File: config.mk
export PLATFORM = sky130hd
export DESIGN_NAME = tx_frame_scheduler
export DESIGN_NICKNAME = d
export VERILOG_FILES = /design/src/rtl/tx_frame_scheduler.sv
export SDC_FILE = /design/constraint.sdc
export NUM_CORES = 1
export LEC_CHECK = 0
export ABC_AREA = 1
export CORE_MARGIN = 8
export CORE_UTILIZATION = 45
export CTS_BUF_LIST = sky130_fd_sc_hd__clkbuf_8 sky130_fd_sc_hd__clkbuf_16
export DETAILED_ROUTE_END_ITERATION = 10
export PLACE_DENSITY = 0.85
export SLEW_MARGIN = 20
export SYNTH_ARGS = -nofsm -noshare
export SYNTH_HDL_FRONTEND = slang
export SYNTH_SLANG_ARGS = --single-unit
File: constraint.sdc
create_clock -name clk -period 2.4 [get_ports clk]
set_input_delay 0.48 -clock clk [delete_from_list [all_inputs] [get_ports clk]]
set_output_delay 0.48 -clock clk [all_outputs]
set_load 0.02 [all_outputs]
File: src/rtl/tx_frame_scheduler.sv
// Round-robin frame scheduler feeding a 1-bit serializer: start, LSB-first data,
// optional even parity (TX_SCHED_PARITY_EN), stop, then GAP_BITS idle bits.
module tx_frame_scheduler #(
  parameter int NUM_REQ  = 4,
  parameter int DATA_W   = 8,
  parameter int GAP_BITS = 2
) (
  input  logic                        clk,
  input  logic                        reset_n,
  input  logic [NUM_REQ-1:0]          req,
  input  logic [NUM_REQ*DATA_W-1:0]   req_data,
  output logic [NUM_REQ-1:0]          grant,
  output logic [$clog2(NUM_REQ)-1:0]  cur_id,
  output logic                        tx_busy,
  output logic                        tx_data
);

  localparam int ID_W  = $clog2(NUM_REQ);
  localparam int CNT_W = $clog2(DATA_W + 1);
  localparam int GAP_W = 4;

  typedef enum logic [2:0] {
    IDLE,
    START,
    DATA,
`ifdef TX_SCHED_PARITY_EN
    PARITY,
`endif
    STOP,
    GAP
  } state_t;

  state_t              state, state_n;
  logic [ID_W-1:0]     rr_ptr, rr_ptr_n;
  logic [ID_W-1:0]     cur_id_q, cur_id_n;
  logic [NUM_REQ-1:0]  grant_q, grant_n;
  logic [CNT_W-1:0]    bit_cnt, bit_cnt_n;
  logic [GAP_W-1:0]    gap_cnt, gap_cnt_n;
  logic [DATA_W-1:0]   shreg, shreg_n;
`ifdef TX_SCHED_PARITY_EN
  logic                parity_q, parity_n;
`endif

  logic                arb_en;
  logic                found;
  logic [ID_W-1:0]     winner;

  // Round-robin search: first set req bit at or above rr_ptr, wrapping.
  always_comb begin
    int idx;
    found  = 1'b0;
    winner = '0;
    idx    = 0;
    for (int i = 0; i < NUM_REQ; i++) begin
      idx = (int'(rr_ptr) + i) % NUM_REQ;
      if (!found && req[idx[ID_W-1:0]]) begin
        found  = 1'b1;
        winner = idx[ID_W-1:0];
      end
    end
  end

  // Handshake: a requester holds req and req_data until grant pulses; the word
  // is captured on that same edge, so later req_data changes never reach the line.
  always_comb begin
    state_n   = state;
    rr_ptr_n  = rr_ptr;
    cur_id_n  = cur_id_q;
    grant_n   = '0;
    bit_cnt_n = bit_cnt;
    gap_cnt_n = gap_cnt;
    shreg_n   = shreg;
`ifdef TX_SCHED_PARITY_EN
    parity_n  = parity_q;
`endif
    arb_en    = 1'b0;
    tx_data   = 1'b1;
    tx_busy   = 1'b1;

    case (state)
      IDLE: begin
        tx_busy = 1'b0;
        arb_en  = 1'b1;
      end
      START: begin
        tx_data   = 1'b0;
        bit_cnt_n = '0;
        state_n   = DATA;
      end
      DATA: begin
        tx_data   = shreg[0];
        shreg_n   = shreg >> 1;
        bit_cnt_n = bit_cnt + 1'b1;
        if (bit_cnt == CNT_W'(DATA_W - 1)) begin
`ifdef TX_SCHED_PARITY_EN
          state_n = PARITY;
`else
          state_n = STOP;
`endif
        end
      end
`ifdef TX_SCHED_PARITY_EN
      PARITY: begin
        tx_data = parity_q;
        state_n = STOP;
      end
`endif
      STOP: begin
        gap_cnt_n = '0;
        state_n   = GAP;
      end
      GAP: begin
        if (gap_cnt == GAP_W'(GAP_BITS - 1)) begin
          arb_en  = 1'b1;
          state_n = IDLE;
        end else begin
          gap_cnt_n = gap_cnt + 1'b1;
        end
      end
      default: state_n = IDLE;
    endcase

    // Last gap cycle doubles as an arbitration point, giving back-to-back frames.
    if (arb_en && found) begin
      state_n         = START;
      shreg_n         = req_data[int'(winner)*DATA_W +: DATA_W];
      grant_n[winner] = 1'b1;
      cur_id_n        = winner;
      rr_ptr_n        = (winner == ID_W'(NUM_REQ - 1)) ? '0 : winner + 1'b1;
      bit_cnt_n       = '0;
`ifdef TX_SCHED_PARITY_EN
      parity_n        = ^req_data[int'(winner)*DATA_W +: DATA_W];
`endif
    end
  end

  always_ff @(posedge clk) begin
    if (!reset_n) begin
      state    <= IDLE;
      rr_ptr   <= '0;
      cur_id_q <= '0;
      grant_q  <= '0;
      bit_cnt  <= '0;
      gap_cnt  <= '0;
      shreg    <= '0;
`ifdef TX_SCHED_PARITY_EN
      parity_q <= 1'b0;
`endif
    end else begin
      state    <= state_n;
      rr_ptr   <= rr_ptr_n;
      cur_id_q <= cur_id_n;
      grant_q  <= grant_n;
      bit_cnt  <= bit_cnt_n;
      gap_cnt  <= gap_cnt_n;
      shreg    <= shreg_n;
`ifdef TX_SCHED_PARITY_EN
      parity_q <= parity_n;
`endif
    end
  end

  assign grant  = grant_q;
  assign cur_id = cur_id_q;

endmodule
==> results of run 1 <==
final timing paths:
path                                         startpoint  cells past startpoint                      end
worst max-delay path             rr_ptr[0]$_SDFFE_PN0N_                     12   rr_ptr[1]$_SDFFE_PN0N_
worst min-delay path            bit_cnt[3]$_SDFFE_PP0P_                      2  bit_cnt[3]$_SDFFE_PP0P_
worst max register to register   rr_ptr[0]$_SDFFE_PN0N_                     12   rr_ptr[1]$_SDFFE_PN0N_
worst min register to register  bit_cnt[3]$_SDFFE_PP0P_                      2  bit_cnt[3]$_SDFFE_PP0P_
flip-flops by register name (all words and copies together) (netlist names):
name and cells:
state 3, rr_ptr 2, shreg 8, grant 4, gap_cnt 4, bit_cnt 4, cur_id 2
stage by stage:
step | util [%] | cell area, um2
final | 60.2 | 2340
after global routing | 60.2 | 2340
after CTS | 60.2 | 2340
after detailed placement | 59.0 | 2290
after global placement | 59.0 | 2290
after floorplan | - | 1770
critical path: stages, from the launching register on:
cell and delay, ns:
dfxtp_1 0.59, inv_4 0.12, nand2_1 0.08, nand2_1 0.10, nand2_1 0.10, nand2_2 0.06
nor2_4 0.13, nand4_1 0.09, nand2_1 0.18, inv_2 0.07, ha_1 0.30, nand2_1 0.06
o21ai_0 0.06
area by class of cell:
cell class	count	area (um2)	area share [%]
repair buffers	54	520	22.2
clock buffers	3	41.3	1.76
well taps	50	62.6	2.67
inverters	35	134	5.72
multi-input cells	202	1040	44.3
clock inverters	1	3.75	0.160
flip-flops and latches	27	541	23.1
report_power, final:
| part | switching (mW) | internal (mW) | total (mW) |
|---|---|---|---|
| clock network | 0.135 | 0.115 | 0.250 |
| registers | 0.0682 | 0.566 | 0.634 |
| logic | 1.03 | 0.628 | 1.65 |
| total | 1.23 | 1.31 | 2.54 |
synth_stat cells:
library cell | count | share of area [%]
o31ai_1 | 1 | 0.42
nor2_4 | 1 | 0.64
buf_6 | 3 | 1.9
nand2_1 | 78 | 17
inv_4 | 1 | 0.35
o21ai_1 | 2 | 0.56
inv_1 | 31 | 6.6
nand4_1 | 18 | 6.4
a22oi_1 | 1 | 0.42
ha_1 | 7 | 4.9
a21oi_1 | 8 | 2.3
o2bb2ai_1 | 1 | 0.49
buf_2 | 4 | 1.1
o2111ai_1 | 1 | 0.49
nand2_2 | 8 | 2.8
a211oi_1 | 3 | 1.3
dfxtp_1 | 27 | 30
nand3_4 | 1 | 0.99
nand3_2 | 3 | 1.7
o22ai_1 | 6 | 2.1
nand3_1 | 35 | 9.9
nor3_1 | 5 | 1.4
inv_2 | 3 | 0.64
nor2_1 | 18 | 3.8
clkbuf_1 | 2 | 0.42
o21ai_0 | 5 | 1.4
per-layer routing:
metal / track usage, % / wire length [um]
met1: 17.9 / 1970
met2: 24.9 / 2110
met3: 2.93 / 250
met4: 4.81 / 68
met5: 0 / 0
cell families (layout without fill, tap and decap cells):
kind of cell             count (synthesis)  count (layout)  share of synthesized area, %
flip-flops                              27              27                          30.5
AND/OR/NAND/NOR                        167             167                          44.1
buffers and inverters                   44              93                          11.0
AO/OA/AOI/OAI                           28              28                          9.46
adder cells (fa/ha/maj)                  7               7                          4.94
==> results.yml, run 1 <==
placed_design:
  gp_congestion: 0.893
  port_buffers: 45
  post-place-ws_ns: 0.0779
  dp.cells: 368
  dp_hpwl_mm: 3.57
clock_tree:
  clock-sinks: 27
  cts_setup_buffers: 0
  root_buffer: "clkbuf_8"
  h-tree-depth: 1
  clock_path_buffers: 2
  clock_latency_ns: 0.27
  cts_resized: 0
  cts_tree: "yes"
  clk_pin_slew_ns: 0.09
  numCtsBuffers: 3
  postCtsHoldBufs: 0
sta:
  setup-tns-final_ns: 0
  rsz0062_at_grt: "false"
  min_period_ns: 2.05
  fin_ws_ns: 0.347
  hold_ws_ns: 0.476
  drv_slew: 0
  max_freq_ghz: 0.487
  fin_skew_ns: 0.00482
  fin_crit_sh_pct: 85.6
  slew_headroom_pct: 71.3
  timing_worst_slew_pin_value_ns: 0.430
  hold_viol: 0
  finalSetupViolCount: 0
floorplan:
  dieWidth_um: 78.8
  num_rows: 23
  initial_core_util_pct: 45.6
  die_y_um: 78.8
  io_pins: 46
  die_area_mm2: 0.00620
  coreArea_mm2: 0.00388
yosys:
  synth_cells: 273
  synth_fp_nets: 318
  seq_area_frac_synth_pct: 30.5
  postSynthAreaPerCell_um2: 6.49
  yosys_warnings: 0
  synth_cell_types: 26
  syn-cell-area_mm2: 0.00177
  synth-seq-cells: 27
worst_setup_path:
  cp_max_fo: 10
  critPathLaunchType: "flop"
  cp.required_ns: 2.56
  crit_type: "reg -> reg"
  rrSetupSlack_ns: 0.35
  arrival_ns: 2.22
  end_kind: "flop"
global_routing:
  grt.overflow.total: 0
  grt_pass1_vias: 1833
  antenna_found_initial: 0
  grt_pass1_wl_mm: 7.69
  grt_max_degree: 17
  gr-usage-all-layers_pct: 14.6
route:
  via_per_inst: 5.22
  antenna_left: 0
  wl_per_cell_um: 11.8
  drc: 0
  drt-total-wl_mm: 4.40
  drt-initial-drc-count: 114
  vias: 1942
  drtPass1Iterations: 4
final_layout:
  drive_gt1_share_pct: 9.01
  n_antenna_cell: 0
  final_common_cell: "nand2_1"
  instances_no_fill: 372
  layout_common_cells: "nand2_1, clkdlybuf4s50_1, nand3_1, inv_1, dfxtp_1"
  area_growth_pct: 32.0
  fin_nets: 368
  fillers: 350
pwr:
  p_leak_nw: 1.04
  p_total_mw: 2.54
  power_density_mw_per_mm2: 1080
  peakVddDrop_uv: 575
min_path:
  hold_class: "reg -> reg"
status:
  outcome: "completed"
flow_run:
  max-cap-violations: 0
Note: power is estimated with default switching activity, not from simulation.
==> run 2, diff against run 1 <==
--- a/config.mk
+++ b/config.mk
@@ -10,7 +10,8 @@
 export CORE_UTILIZATION = 45
 export CTS_BUF_LIST = sky130_fd_sc_hd__clkbuf_8 sky130_fd_sc_hd__clkbuf_16
 export DETAILED_ROUTE_END_ITERATION = 10
-export PLACE_DENSITY = 0.85
+export DONT_BUFFER_PORTS = 1
+export PLACE_DENSITY = 0.7
 export SLEW_MARGIN = 20
 export SYNTH_ARGS = -nofsm -noshare
 export SYNTH_HDL_FRONTEND = slang
==> results.yml, run 2 (synthesized netlist as in run 1, its figures left out) <==
sta:
  hold_viol: 0
  slew_headroom_pct: 70.0
  finalSetupViolCount: 0
  min_period_ns: 2.04
  drv_slew: 0
  fin_crit_sh_pct: 85.1
  fin_skew_ns: 0.00672
  max_freq_ghz: 0.490
  rsz0062_at_grt: "false"
  timing_worst_slew_pin_value_ns: 0.446
  hold_ws_ns: 0.317
  setup-tns-final_ns: 0
clock_tree:
  numCtsBuffers: 3
  clock-sinks: 27
  h-tree-depth: 1
  cts_tree: "yes"
  clk_pin_slew_ns: 0.10
  clock_latency_ns: 0.27
  root_buffer: "clkbuf_8"
  clock_path_buffers: 2
worst_setup_path:
  path_cells: "inv_4 > nand2_1 > nand2_1 > nand2_1 > nand2_2 > nor2_4 > nand3_4 > nand3_2 > buf_4 > nand2_1 > nand3_1 > nand3_1 > nand2_1"
  critPathLaunch: "rr_ptr[0]$_SDFFE_PN0N_"
  max_stage_delay_ns: 0.46
  r2r-start: "rr_ptr[0]$_SDFFE_PN0N_"
  cp.required_ns: 2.63
  cp_slowest_cell: "dfxtp_2"
  arrival_ns: 2.27
  path_common_cell: "nand2_1"
  end_kind: "flop"
  cp_max_fo: 19
  crit_type: "reg -> reg"
  critPathLaunchType: "flop"
route:
  antenna_left: 0
  drt-initial-drc-count: 99
  drtPass1Iterations: 4
  wl_per_cell_um: 13.1
  via_per_inst: 5.40
  drt-total-wl_mm: 4.23
  drc: 0
  vias: 1748
floorplan:
  coreArea_mm2: 0.00388
  initial_core_util_pct: 45.6
  dieWidth_um: 78.8
  die_y_um: 78.8
  num_rows: 23
  io_pins: 46
  die_area_mm2: 0.00620
placed_design:
  dp_hpwl_mm: 3.31
  dp.cells: 320
  gp_congestion: 0.903
  port_buffers: 0
global_routing:
  use_met1_pct: 17.7
  grt.overflow.total: 0
  gr-usage-all-layers_pct: 14.0
  grt_use_met3_pct: 3.05
  top_usage_layer: "met2"
  grtUsageMet2_pct: 23.1
  grt_pass1_wl_mm: 7.24
  grt_pass1_vias: 1627
  grt_max_degree: 20
  antenna_found_initial: 0
final_layout:
  layout_common_cells: "nand2_1, nand3_1, inv_1, dfxtp_1"
  n_antenna_cell: 0
  instances_no_fill: 324
  area_growth_pct: 5.29
  final_common_cell: "nand2_1"
  fin_nets: 320
  regMostFlops: "shreg"
  drive_gt1_share_pct: 10.2
  largest_reg_flops: 8
min_path:
  worstHoldStart: "reset_n"
  hold_class: "in -> reg"
flow_run:
  max-cap-violations: 0
pwr:
  power_density_mw_per_mm2: 1260
  p_leak_nw: 0.846
  peakVddDrop_uv: 745
status:
  outcome: "completed"
-- run 2: cell types whose count changed in the layout (fill, tap and decap cells not counted), sizes merged --
cell	change
inv	-1
clkdlybuf4s50	-44
dlymetal6s2s	-1
buf	-3
clkinv	+1
-- run 2: what timing repair did --
item	in CTS	in global routing
resized for setup	0	1
hold buffers	0	0
endpoints found under the setup margin	0	9
buffers inserted	0	0
-- run 2: critical path, delay by kind of cell, from the launching register on --
kind          cells  cell delay [ns]
buf+inv           2             0.32
simple gates     11             1.22
flops             1             0.46
-- run 2: layer usage --
metal / share of wire [%] / routed length, um
met4: 1.1 / 46
met3: 5.9 / 250
met1: 45 / 1900
met5: 0 / 0
met2: 48 / 2030
-- run 2: area by class of cell --
| type | count | area [um2] |
|---|---|---|
| inverters | 35 | 134 |
| clock inverters | 1 | 5.00 |
| repair buffers | 6 | 45.0 |
| clock buffers | 3 | 41.3 |
| fillers | 421 | 2020 |
| multi-input cells | 202 | 1040 |
| well taps | 50 | 62.6 |
| flip-flops and latches | 27 | 542 |
-- run 2: path summary, 6_finish.rpt --
path,end,slack (ns),depth (start not counted)
hold / removal,shreg[3]$_SDFFE_PN0P_,0.32,2
setup / recovery,shreg[3]$_SDFFE_PN0P_,0.36,13
hold reg to reg,bit_cnt[3]$_SDFFE_PP0P_,0.48,2
setup reg to reg,shreg[3]$_SDFFE_PN0P_,0.36,13
-- run 2: per-stage QoR --
stage                     util (%)  power [mW]  area, um2  worst slack, ns
after floorplan                  -        1.85       1770            0.424
after global routing          48.1        2.61       1870           0.0983
final                         48.1        2.36       1870            0.358
after CTS                     48.0        2.38       1870            0.216
after global placement        46.8        2.10       1820            0.315
after detailed placement      46.8        2.12       1820            0.253
-- run 2: power by group --
part           total [mW]  switching [mW]  internal (mW)  leakage (nW)
registers           0.691           0.123          0.568         0.221
clock network       0.261           0.144          0.116        0.0255
logic                1.41           0.944          0.464         0.600
total                2.36            1.21           1.15         0.846
